`src/rtl/usb4_ll_pkg.sv`:
```
// Logical-layer ordered-set constants shared by the lane receive detector and the data-bus transmit path.
// Byte values, OS report codes, set length and detector FSM encodings.
package usb4_ll_pkg;

  localparam logic [3:0] OS_NONE  = 4'd0;
  localparam logic [3:0] OS_SLOS1 = 4'd1;
  localparam logic [3:0] OS_SLOS2 = 4'd2;
  localparam logic [3:0] OS_TS1   = 4'd3;
  localparam logic [3:0] OS_TS2   = 4'd4;

  localparam logic [7:0] SYNC_BYTE  = 8'hF0;
  localparam logic [7:0] TYPE_SLOS1 = 8'h33;
  localparam logic [7:0] TYPE_SLOS2 = 8'h3C;
  localparam logic [7:0] TYPE_TS1   = 8'h1E;
  localparam logic [7:0] TYPE_TS2   = 8'h2D;
  localparam logic [7:0] FILL_BYTE  = 8'hAA;

  localparam int unsigned OS_LEN = 16;

  typedef enum logic [1:0] {
    ST_IDLE    = 2'd0,
    ST_HUNT    = 2'd1,
    ST_COLLECT = 2'd2
  } os_state_e;

  // Unknown type bytes map to OS_NONE, which the detector treats as malformed.
  function automatic logic [3:0] type_to_code(input logic [7:0] type_byte);
    case (type_byte)
      TYPE_SLOS1: return OS_SLOS1;
      TYPE_SLOS2: return OS_SLOS2;
      TYPE_TS1:   return OS_TS1;
      TYPE_TS2:   return OS_TS2;
      default:    return OS_NONE;
    endcase
  endfunction

endpackage

```
`src/rtl/lane_os_detector.sv`:
```
// Per-lane receive ordered-set detector: qualifies SLOS1/SLOS2/TS1/TS2 after MATCH_COUNT identical sets.
// Pulses/status register one cycle after the deciding byte; byte_valid low simply stalls the FSM.
module lane_os_detector
  import usb4_ll_pkg::*;
#(
  parameter int unsigned MATCH_COUNT = 2
) (
  input  logic       fsm_clk,
  input  logic       rst,
  input  logic       enable,
  input  logic       byte_valid,
  input  logic [7:0] lane_rx,
  output logic [3:0] os_in,
  output logic       os_valid,
  output logic [1:0] lane_num,
  output logic       os_err,
  output logic       locked
);

  localparam int unsigned   CW        = $clog2(MATCH_COUNT + 1);
  localparam logic [CW-1:0] MATCH_MAX = CW'(MATCH_COUNT);
  localparam logic [CW-1:0] CNT_ONE   = CW'(1);
  localparam logic [3:0]    LAST_IDX  = 4'(OS_LEN - 1);

  os_state_e     state_q, state_d;
  logic [3:0]    idx_q, idx_d;
  logic [7:0]    xor_q, xor_d;
  logic [3:0]    code_q, code_d;
  logic [1:0]    lane_q, lane_d;
  logic [5:0]    id_q, id_d;
  logic [CW-1:0] cnt_q, cnt_d;
  logic [3:0]    os_in_q, os_in_d;
  logic [1:0]    lane_num_q, lane_num_d;
  logic          os_valid_q, os_valid_d;
  logic          os_err_q, os_err_d;
  logic          locked_q, locked_d;

  logic          byte_ok;
  logic [5:0]    new_id;
  logic [CW-1:0] cnt_nxt;

  always_comb begin
    state_d    = state_q;
    idx_d      = idx_q;
    xor_d      = xor_q;
    code_d     = code_q;
    lane_d     = lane_q;
    id_d       = id_q;
    cnt_d      = cnt_q;
    os_in_d    = os_in_q;
    lane_num_d = lane_num_q;
    os_valid_d = 1'b0;
    os_err_d   = 1'b0;
    locked_d   = locked_q;
    byte_ok    = 1'b1;
    new_id     = '0;
    cnt_nxt    = '0;

    if (!enable) begin
      state_d  = ST_IDLE;
      idx_d    = '0;
      cnt_d    = '0;
      locked_d = 1'b0;
      os_in_d  = OS_NONE;
    end else begin
      case (state_q)
        ST_IDLE: state_d = ST_HUNT;
        ST_HUNT: begin
          if (byte_valid && lane_rx == SYNC_BYTE) begin
            state_d = ST_COLLECT;
            idx_d   = 4'd1;
            xor_d   = '0;
          end
        end
        ST_COLLECT: begin
          if (byte_valid) begin
            case (idx_q)
              4'd1: begin
                code_d  = type_to_code(lane_rx);
                byte_ok = (code_d != OS_NONE);
              end
              4'd2: begin
                lane_d  = lane_rx[1:0];
                byte_ok = (lane_rx[7:2] == 6'd0);
              end
              LAST_IDX: byte_ok = (lane_rx == xor_q);
              default:  byte_ok = (lane_rx == FILL_BYTE);
            endcase
            xor_d = xor_q ^ lane_rx;
            idx_d = idx_q + 4'd1;

            if (!byte_ok) begin
              os_err_d = 1'b1;
              cnt_d    = '0;
              locked_d = 1'b0;
              // A stray SYNC inside a set is taken as the start of the next one.
              if (lane_rx == SYNC_BYTE) begin
                idx_d = 4'd1;
                xor_d = '0;
              end else begin
                state_d = ST_HUNT;
                idx_d   = '0;
              end
            end else if (idx_q == LAST_IDX) begin
              new_id[5:2] = code_q;
              new_id[1:0] = (code_q == OS_SLOS1 || code_q == OS_SLOS2) ? 2'b00 : lane_q;
              if (new_id == id_q) begin
                cnt_nxt = (cnt_q == MATCH_MAX) ? cnt_q : cnt_q + CNT_ONE;
              end else begin
                cnt_nxt = CNT_ONE;
              end
              id_d     = new_id;
              cnt_d    = cnt_nxt;
              locked_d = (cnt_nxt == MATCH_MAX);
              if (cnt_nxt == MATCH_MAX) begin
                os_in_d    = code_q;
                lane_num_d = new_id[1:0];
                os_valid_d = 1'b1;
              end
              state_d = ST_HUNT;
              idx_d   = '0;
            end
          end
        end
        default: state_d = ST_HUNT;
      endcase
    end
  end

  always_ff @(posedge fsm_clk or negedge rst) begin
    if (!rst) begin
      state_q    <= ST_HUNT;
      idx_q      <= '0;
      xor_q      <= '0;
      code_q     <= OS_NONE;
      lane_q     <= '0;
      id_q       <= '0;
      cnt_q      <= '0;
      os_in_q    <= OS_NONE;
      lane_num_q <= '0;
      os_valid_q <= 1'b0;
      os_err_q   <= 1'b0;
      locked_q   <= 1'b0;
    end else begin
      state_q    <= state_d;
      idx_q      <= idx_d;
      xor_q      <= xor_d;
      code_q     <= code_d;
      lane_q     <= lane_d;
      id_q       <= id_d;
      cnt_q      <= cnt_d;
      os_in_q    <= os_in_d;
      lane_num_q <= lane_num_d;
      os_valid_q <= os_valid_d;
      os_err_q   <= os_err_d;
      locked_q   <= locked_d;
    end
  end

  assign os_in    = os_in_q;
  assign lane_num = lane_num_q;
  assign os_valid = os_valid_q;
  assign os_err   = os_err_q;
  assign locked   = locked_q;

endmodule

```
`config.mk`:
```
export PLATFORM = sky130hd
export DESIGN_NAME = lane_os_detector
export DESIGN_NICKNAME = d
export VERILOG_FILES = /design/src/rtl/usb4_ll_pkg.sv /design/src/rtl/lane_os_detector.sv
export SDC_FILE = /design/constraint.sdc
export NUM_CORES = 1
export LEC_CHECK = 0
export BUFFER_PORTS_ARGS = -buffer_cell sky130_fd_sc_hd__buf_2
export CORE_MARGIN = 3
export CORE_UTILIZATION = 59
export DETAILED_ROUTE_END_ITERATION = 10
export HOLD_SLACK_MARGIN = 0.05
export PLACE_DENSITY_LB_ADDON = 0.12
export SLEW_MARGIN = 20
export SYNTH_ARGS = -nofsm -noshare
export SYNTH_HDL_FRONTEND = slang
export SYNTH_SLANG_ARGS = --single-unit
```
`constraint.sdc`:
```
create_clock -name fsm_clk -period 2.5 [get_ports fsm_clk]
set_input_delay 0.125 -clock fsm_clk [delete_from_list [all_inputs] [get_ports fsm_clk]]
set_output_delay 0.125 -clock fsm_clk [all_outputs]
set_load 0.005 [all_outputs]
```
==> impl_metrics.ini, run 1 <==
[outcome]
run_status = completed

[power]
cell_internal_pwr_uw = 901
switchingPower_uw = 428
leakagePower_nw = 0.997
power.combinational.fraction = 0.233
worst_case_vdd_ir_drop_mv = 0.505
power_density_nw_per_um2 = 585
sw_frac = 0.322
clkPwrFrac = 0.246
seq_power_share = 0.521

[placement]
io_buffer_count = 19
placed_area_um2 = 2200
dp_hpwl_um = 3330
routabilityCongestion = 0.919

[timing]
fin_tns_setup_ps = 0
finalWorstPathRequiredPeriod_ps = 2200
grt_setup_unrepaired = no
hold-worst-slack_ps = 71.6
layout_worst_path_cycle_share = 0.879
maxSlewViolCount = 0
worst_rel_slew_slack = 0.496
worstMarginPinSlew_ps = 756
max_freq_mhz = 455
final_setup_violating_endpoints = 0
number_of_hold_violations_in_the_final_report = 0
clock_skew_ps = 10.6

[routing]
antenna_left = 0
route.vias.total = 1695
avgViaCountPerCell = 6.10
drtPass1Iterations = 4
avgRoutedWirePerCell_um = 16.2
detailedRoute.firstIterationViolations = 147
drc = 0
wl_um = 4500

[clock_tree]
clk_latency_ps = 350
worst_setup_hold_path_clk_slew_ps = 100
postCtsHoldBufs = 1
clk_path_buf_depth = 2
numClockSinks = 34
root_buffer_selected_by_cts = sky130_fd_sc_hd__clkbuf_4
postCtsSetupBuffers = 0
ctsHtreeMaxLevel = 2
cts_inserted_buffers = 5
cts_tree = done
postCtsResizedCells = 0

[layout]
final_layout_size_suffix_gt1_frac = 0.228
n_fill_cell = 262
diodes = 0
layout.cells.most_common_list = sky130_fd_sc_hd__dfrtp_1, sky130_fd_sc_hd__buf_2, sky130_fd_sc_hd__nand2_1
area_growth_pct = 8.15
nets = 247
final_common_cell = sky130_fd_sc_hd__dfrtp_1
post_route_cell_area_um2 = 2270

[worst_hold_path]
hold_start = lane_rx[6]
hp-class = in2reg

[die]
die_x_um = 65.7
chipHeight_um = 65.7
core_area_um2 = 3390
die_footprint_um2 = 4320
initial_core_util = 0.620
io_pins = 21
row_count = 21

[worst_setup_path]
largest_fanout_on_the_critical_path = 6
rr_startpoint = idx_q[0]
endpoint_kind = flop
worst-endpoint-arrival_ps = 2480
worstSetupStartpoint = idx_q[0]
reg2reg_setup_slack_ps = 300
worstSetupStartpointType = flop
worst-endpoint-required_ps = 2780
ff2ff_path_depth = 8
criticalPathCategory = reg2reg
critical_path.endpoint = state_q[0]
reg2reg_to = state_q[0]

[global_routing]
vias_in_the_first_global_route = 1758
largest_net_degree_at_the_start_of_global_routing = 35
gr-total-overflow = 0
grt.total_usage = 0.238
grt_antenna_before_repair = 0
grt_pass1_wl_um = 7840

[yosys]
synth_top_cells_by_area = sky130_fd_sc_hd__dfrtp_1, sky130_fd_sc_hd__xnor2_1, sky130_fd_sc_hd__mux2_4
fraction_of_synthesized_cell_area_taken_by_the_top_area_cell_type = 0.393
ys_async_rst_share = 1.00
synth_top_flop_cell = sky130_fd_sc_hd__dfrtp_1
yosys_warnings = 0
proportion_of_synthesized_chip_area_in_sequential_cells = 0.405
synth.largest_area_cell = sky130_fd_sc_hd__dfrtp_1
synth_area_um2 = 2100
synthCells = 211
synth.avg_cell_area_um2 = 9.96
synth-edff-count = 0
synth_nets = 227
register_bit_count_reported_by_yosys = 34
synth.distinct_cells = 62

[flow_run]
max_cap_viol_count = 0
## critical path: stages (launching register included)
cell                        delay [ps]
sky130_fd_sc_hd__dfrtp_1           420
sky130_fd_sc_hd__inv_1              90
sky130_fd_sc_hd__ha_1              220
sky130_fd_sc_hd__or2_2             290
sky130_fd_sc_hd__a2111oi_0         380
sky130_fd_sc_hd__a31oi_1           200
sky130_fd_sc_hd__o21ai_2           170
sky130_fd_sc_hd__a2bb2oi_1         140
sky130_fd_sc_hd__a31o_1            230
## state kept, by name (all words and copies together), names as in the netlist
register	count
state_q	2
os_valid	1
os_in	3
xor_q	8
code_q	3
os_err	1
cnt_q	2
lane_q	2
idx_q	4
id_q	5
lane_num	2
locked	1
## final cells by class
class,instances,area [um2],area share
Inverter,7,26.3,0.0116
Sequential cell,34,852,0.375
Clock buffer,7,55.1,0.0242
Clock inverter,1,5.00,0.00220
Tap cell,46,57.6,0.0253
Multi-Input combinational cell,162,1160,0.512
Timing Repair Buffer,21,113,0.0495
## metal layers
metal / part of all wire / GRT usage / vias up
met5: 0 / 0 / -
met4: 0.021 / 0.117 / 0
met3: 0.049 / 0.0479 / 10
met2: 0.50 / 0.404 / 53
met1: 0.43 / 0.285 / 817
li1: - / - / 815
## cells by family (layout without fill, tap and decap cells)
logic type	count (synthesis)	in the layout	synth area share
other cells	1	1	0.00178
compound gates	51	51	0.170
xor+xnor	14	14	0.0619
simple gates	79	79	0.220
flops	34	34	0.405
mux	13	13	0.0762
fa+ha+maj	4	4	0.0238
buf+inv	15	36	0.0405
## per-stage QoR
step	worst slack (ps)	utilization	std cells	power, mW
after floorplan	505	-	211	0.929
after global placement	406	0.650	269	0.998
after detailed placement	327	0.650	269	1.01
after CTS	314	0.671	278	1.34
after global routing	39.9	0.671	278	1.41
final	303	0.671	278	1.33
## synthesized netlist by cell type (3+ instances only)
cell type                   n
sky130_fd_sc_hd__nand2b_1   8
sky130_fd_sc_hd__nor2_1    10
sky130_fd_sc_hd__inv_1      7
sky130_fd_sc_hd__xnor2_1   10
sky130_fd_sc_hd__xor2_1     3
sky130_fd_sc_hd__nand2_1   17
sky130_fd_sc_hd__a21boi_0   3
sky130_fd_sc_hd__mux2_2     4
sky130_fd_sc_hd__buf_4      3
sky130_fd_sc_hd__a21oi_1    9
sky130_fd_sc_hd__nand4_1    5
sky130_fd_sc_hd__dfrtp_1   33
sky130_fd_sc_hd__a31oi_1   11
sky130_fd_sc_hd__mux2_4     5
sky130_fd_sc_hd__nand3_1    9
sky130_fd_sc_hd__o21ai_0    8
sky130_fd_sc_hd__mux2i_1    4
sky130_fd_sc_hd__nor2b_1    5
sky130_fd_sc_hd__nor3_1     4
sky130_fd_sc_hd__ha_1       4
## worst min path at each step
| stage | end | slack (ps) | cells after the start |
|---|---|---|---|
| after global placement | id_q[1] | 210 | 1 |
| after global routing | xor_q[6] | 110 | 3 |
| after CTS | xor_q[6] | 60 | 3 |
| after detailed placement | id_q[0] | 240 | 1 |
| final | xor_q[6] | 70 | 3 |
| after floorplan | cnt_q[0] | -170 | 0 |
## power by group through the flow
stage               Clock [mW]  Combinational, mW  Sequential [mW]
floorplan                    0              0.236            0.692
global placement             0              0.298            0.700
detailed placement           0              0.307            0.703
CTS                      0.332              0.311            0.692
global route             0.352              0.351            0.705
finish                   0.327              0.310            0.693
Power figures use the tool's default switching activity.
==> run 2, diff against run 1 <==
Settings changed: CORE_UTILIZATION 59 to 25, MAX_ROUTING_LAYER from default to met4.
==> run 2 against run 1 <==
Core utilization shrank 37 points. Largest power group unchanged. Count of clock-buffer cells in the layout fell by 1. Maximum frequency decreased by 3.0%. Worst setup slack got worse by 67 ps. Global-route usage is 12 points lower. Combinational power rose by 4%. Design area increased by 5.3%. Via count is 1.7% lower.
==> impl_metrics.ini, run 2 (same netlist as run 1, synthesis figures left out) <==
[layout]
layout_top_registers = xor_q (8), id_q (5), idx_q (4)
post_route_cell_area_um2 = 2390
final_layout_size_suffix_gt1_frac = 0.239
final_common_cell = sky130_fd_sc_hd__dfrtp_1
largest_register = xor_q
diodes = 0
fin_util = 0.302
layout.cells.most_common_list = sky130_fd_sc_hd__dfrtp_1, sky130_fd_sc_hd__buf_2, sky130_fd_sc_hd__nand2_1
stdcell_count = 336
area_growth_pct = 13.9
largest_register_ffs = 8
nets = 249

[timing]
max_freq_mhz = 442
final_setup_violating_endpoints = 0
worstMarginPinSlew_ps = 800
layout_worst_path_cycle_share = 0.905
number_of_hold_violations_in_the_final_report = 0
finalWorstPathRequiredPeriod_ps = 2260
grt_setup_unrepaired = no
clock_skew_ps = 5.44
worst_rel_slew_slack = 0.467
maxSlewViolCount = 0
fin_tns_setup_ps = 0
postLayoutSetupSlackWorst_ps = 236
hold-worst-slack_ps = 145

[placement]
dpl_worst_slack_ps = 267
placed_area_um2 = 2290
dp_hpwl_um = 3870
routabilityCongestion = 0.803
cells_after_dpl = 327
io_buffer_count = 19

[clock_tree]
clk_latency_ps = 290
cts_tree = done
numClockSinks = 34
postCtsSetupBuffers = 0
cts_inserted_buffers = 5
root_buffer_selected_by_cts = sky130_fd_sc_hd__clkbuf_8
clk_path_buf_depth = 2
ctsHtreeMaxLevel = 2
worst_setup_hold_path_clk_slew_ps = 70

[worst_setup_path]
cpMaxStageDelayCell = sky130_fd_sc_hd__dfrtp_1
critPathTopFamily = compound AO/OA/AOI/OAI gates
worstPathCellList = inv_1, ha_1, or2_2, a2111oi_1, a31oi_1, o211ai_2, nand3_1, o31ai_2
stage_delay_of_the_slowest_cell_on_the_critical_path_ps = 420
worstSetupStartpointType = flop
worst-endpoint-arrival_ps = 2460
largest_fanout_on_the_critical_path = 5
timing.critical_path.buf_inv = 1
endpoint_kind = flop
worst-endpoint-required_ps = 2700
criticalPathCategory = reg2reg

[routing]
route.vias.total = 1666
detailedRoute.firstIterationViolations = 43
avgViaCountPerCell = 4.96
avgRoutedWirePerCell_um = 15.4
drc = 0
antenna_left = 0
wl_um = 5170
drtPass1Iterations = 4

[flow_run]
max_cap_viol_count = 0

[global_routing]
gr-total-overflow = 0
grt_antenna_before_repair = 0
vias_in_the_first_global_route = 1629
largest_net_degree_at_the_start_of_global_routing = 35
grt.total_usage = 0.116
grt_pass1_wl_um = 8540

[power]
worst_case_vdd_ir_drop_mv = 0.259
leakagePower_nw = 1.02
cell_internal_pwr_uw = 993
switchingPower_uw = 469
seq_power_share = 0.474
clkPwrFrac = 0.305
power.combinational.fraction = 0.221
power_density_nw_per_um2 = 610
total_power_mw = 1.46
sw_frac = 0.321

[outcome]
run_status = completed

[die]
initial_core_util = 0.265
core_area_um2 = 7930
chipHeight_um = 97.7
io_pins = 21
die_footprint_um2 = 9540
row_count = 32
die_x_um = 97.7

[worst_hold_path]
hp-class = in2reg
## run 2: cell types whose count changed in the layout (fill, tap and decap cells not counted)
| cell | previous run | this run |
|---|---|---|
| sky130_fd_sc_hd__clkbuf_8 | 1 | 6 |
| sky130_fd_sc_hd__clkinvlp_4 | 0 | 1 |
| sky130_fd_sc_hd__clkbuf_4 | 5 | 0 |
| sky130_fd_sc_hd__a2111oi_0 | 1 | 0 |
| sky130_fd_sc_hd__clkbuf_1 | 1 | 0 |
| sky130_fd_sc_hd__a2111oi_1 | 0 | 1 |
| sky130_fd_sc_hd__buf_4 | 1 | 3 |
## run 2: area by class of cell
class / instances / area [um2]
Timing Repair Buffer: 23 / 128
Sequential cell: 34 / 852
Clock buffer: 6 / 82.6
Inverter: 7 / 26.3
Tap cell: 102 / 128
Clock inverter: 2 / 12.5
Fill cell: 852 / 5530
Multi-Input combinational cell: 162 / 1170
## run 2: worst paths after layout
path	start	end	slack, ps	cells past startpoint
max in group asynchronous	rst	cnt_q[1]	1540	2
setup reg to reg	idx_q[0]	idx_q[1]	240	8
min in group asynchronous	rst	id_q[1]	450	2
setup / recovery	idx_q[0]	idx_q[1]	240	8
hold reg to reg	xor_q[3]	xor_q[3]	500	1
hold / removal	lane_rx[6]	xor_q[6]	140	3
## run 2: repair_timing
item	in CTS	in global routing
hold endpoints to repair	33	0
endpoints found under the setup margin	0	1
hold buffers	1	0
gates resized for setup	0	1
## run 2: power groups by stage
stage	Sequential (mW)	Combinational (mW)	Clock, mW
after global routing	0.702	0.367	0.495
after detailed placement	0.704	0.326	0
after CTS	0.693	0.327	0.462
after floorplan	0.692	0.236	0
after global placement	0.704	0.327	0
final	0.693	0.323	0.446
## run 2: layer usage
metal,vias up,track usage,part of all wire
li1,819,-,-
met2,31,0.180,0.47
met5,-,-,0
met1,809,0.151,0.49
met3,7,0.0266,0.032
met4,0,0.0351,0.011
## run 2: worst min-delay path: stages
cell,delay [ps]
sky130_fd_sc_hd__buf_2,140
sky130_fd_sc_hd__nand2_1,70
sky130_fd_sc_hd__o21ai_1,60
==> run 3, diff against run 2 <==
Settings changed: BUFFER_PORTS_ARGS -buffer_cell sky130_fd_sc_hd__buf_2 to default, DONT_BUFFER_PORTS from default to 1.
==> run 3 against run 2 <==
Count of clock-buffer cells in the layout is 1 higher. Critical path type unchanged. Sequential power hardly changed. Total power rose by 5.9%. Critical path depth did not move. Register-to-register slack better by 60 ps. Sequential cell count did not move. Sequential share of layout area is 0.49 points lower. Via count decreased by 4.2%. First-iteration DRC count increased by 51%. Global-route usage grew 0.59 points. Critical endpoint unchanged. Combinational power decreased by 3%. Worst setup slack better by 56 ps.
==> impl_metrics.ini, run 3 (same netlist as run 1, synthesis figures left out) <==
[routing]
antenna_left = 0
drc = 0
avgRoutedWirePerCell_um = 16.0
detailedRoute.firstIterationViolations = 65
drtPass1Iterations = 4
avgViaCountPerCell = 4.90
route.vias.total = 1596
wl_um = 5200

[layout]
largest_register = xor_q
diodes = 0
final_layout_size_suffix_gt1_frac = 0.165
final_common_cell = sky130_fd_sc_hd__dfrtp_1
nets = 239
layout.cells.most_common_list = sky130_fd_sc_hd__dfrtp_1, sky130_fd_sc_hd__nand2_1, sky130_fd_sc_hd__a31oi_1
area_growth_pct = 15.5
largest_register_ffs = 8
layout_top_registers = xor_q (8), id_q (5), idx_q (4)

[power]
leakagePower_nw = 0.985
sw_frac = 0.288
switchingPower_uw = 446
seq_power_share = 0.449
cell_internal_pwr_mw = 1.10
power.combinational.fraction = 0.201
worst_case_vdd_ir_drop_mv = 0.293
total_power_mw = 1.55
clkPwrFrac = 0.349
power_density_nw_per_um2 = 637

[global_routing]
grt.total_usage = 0.122
largest_net_degree_at_the_start_of_global_routing = 35
grt_pass1_wl_um = 8960
gr-total-overflow = 0
vias_in_the_first_global_route = 1674
grt_antenna_before_repair = 0

[timing]
clock_skew_ps = 6.10
number_of_hold_violations_in_the_final_report = 0
grt_setup_unrepaired = no
maxSlewViolCount = 0
max_freq_mhz = 453
postLayoutSetupSlackWorst_ps = 292
finalWorstPathRequiredPeriod_ps = 2210
fin_tns_setup_ps = 0
layout_worst_path_cycle_share = 0.883
hold-worst-slack_ps = 68.4
final_setup_violating_endpoints = 0

[die]
row_count = 32
io_pins = 21
chipHeight_um = 97.7
die_footprint_um2 = 9540
initial_core_util = 0.265
die_x_um = 97.7
core_area_um2 = 7930

[placement]
dp_hpwl_um = 3760
dpl_worst_slack_ps = 273
routabilityCongestion = 0.779
io_buffer_count = 0

[clock_tree]
root_buffer_selected_by_cts = sky130_fd_sc_hd__clkbuf_8
clk_latency_ps = 290
numClockSinks = 34
ctsHtreeMaxLevel = 2
cts_tree = done
postCtsSetupBuffers = 0
cts_inserted_buffers = 5
clk_path_buf_depth = 2
worst_setup_hold_path_clk_slew_ps = 80

[worst_setup_path]
worstSetupStartpointType = flop
endpoint_kind = flop
criticalPathCategory = reg2reg
largest_fanout_on_the_critical_path = 5
worst-endpoint-required_ps = 2700
worst-endpoint-arrival_ps = 2400

[flow_run]
max_cap_viol_count = 0

[worst_hold_path]
hp-class = in2reg

[outcome]
run_status = completed
==> run 3: final cells by class <==
class                   count  area [um2]
multi-input cells         162        1170
inverters                   7        26.3
repair buffers             13         135
well taps                 102         128
clock buffers               7        86.3
fillers                   828        5500
clock inverters             1        30.0
flip-flops and latches     34         852
==> run 3: per-layer routing <==
layer / vias up / GRT usage / part of all wire / wire length, um
met4: 0 / 0.0362 / 0.012 / 62
li1: 791 / - / - / -
met5: - / - / 0 / 0
met1: 758 / 0.163 / 0.49 / 2560
met2: 38 / 0.178 / 0.44 / 2280
met3: 9 / 0.0366 / 0.058 / 300
==> run 3: path summary, 6_finish.rpt <==
| check | from | endpoint | cells after the start | slack (ps) |
|---|---|---|---|---|
| worst max-delay path | idx_q[0] | idx_q[1] | 8 | 290 |
| worst min-delay path | lane_rx[0] | code_q[1] | 2 | 70 |
| worst max register to register | idx_q[0] | idx_q[1] | 8 | 290 |
| worst min register to register | xor_q[6] | xor_q[6] | 1 | 500 |
| max in group asynchronous | rst | state_q[0] | 2 | 1960 |
| min in group asynchronous | rst | id_q[0] | 2 | 290 |
==> run 3: worst max-delay path, cell delays in order (launching register included) <==
cell and delay [ps]:
sky130_fd_sc_hd__dfrtp_1 420, sky130_fd_sc_hd__inv_1 80, sky130_fd_sc_hd__ha_1 240, sky130_fd_sc_hd__or2_2 310, sky130_fd_sc_hd__a2111oi_2 350, sky130_fd_sc_hd__a31oi_1 180, sky130_fd_sc_hd__o211ai_2 160, sky130_fd_sc_hd__nand3_1 170
sky130_fd_sc_hd__o31ai_2 210
==> run 3: power by group through the flow <==
stage | Combinational (mW) | Sequential (mW) | Clock [mW]
final | 0.312 | 0.696 | 0.540
after CTS | 0.318 | 0.694 | 0.566
after global routing | 0.359 | 0.706 | 0.591
after global placement | 0.284 | 0.706 | 0
after floorplan | 0.236 | 0.692 | 0
after detailed placement | 0.283 | 0.704 | 0
==> run 3: what timing repair did <==
action | 4_1_cts | 5_1_grt
setup endpoints to repair | 0 | 8
resized for setup | 0 | 2
hold endpoints to repair | 56 | 0
hold buffers | 11 | 0
==> run 3: metrics by stage <==
step | instances | util | area (um2)
finish | 326 | 0.306 | 2430
global route | 326 | 0.306 | 2430
CTS | 326 | 0.306 | 2420
detailed placement | 307 | 0.276 | 2190
global placement | 307 | 0.276 | 2190
floorplan | 211 | - | 2100
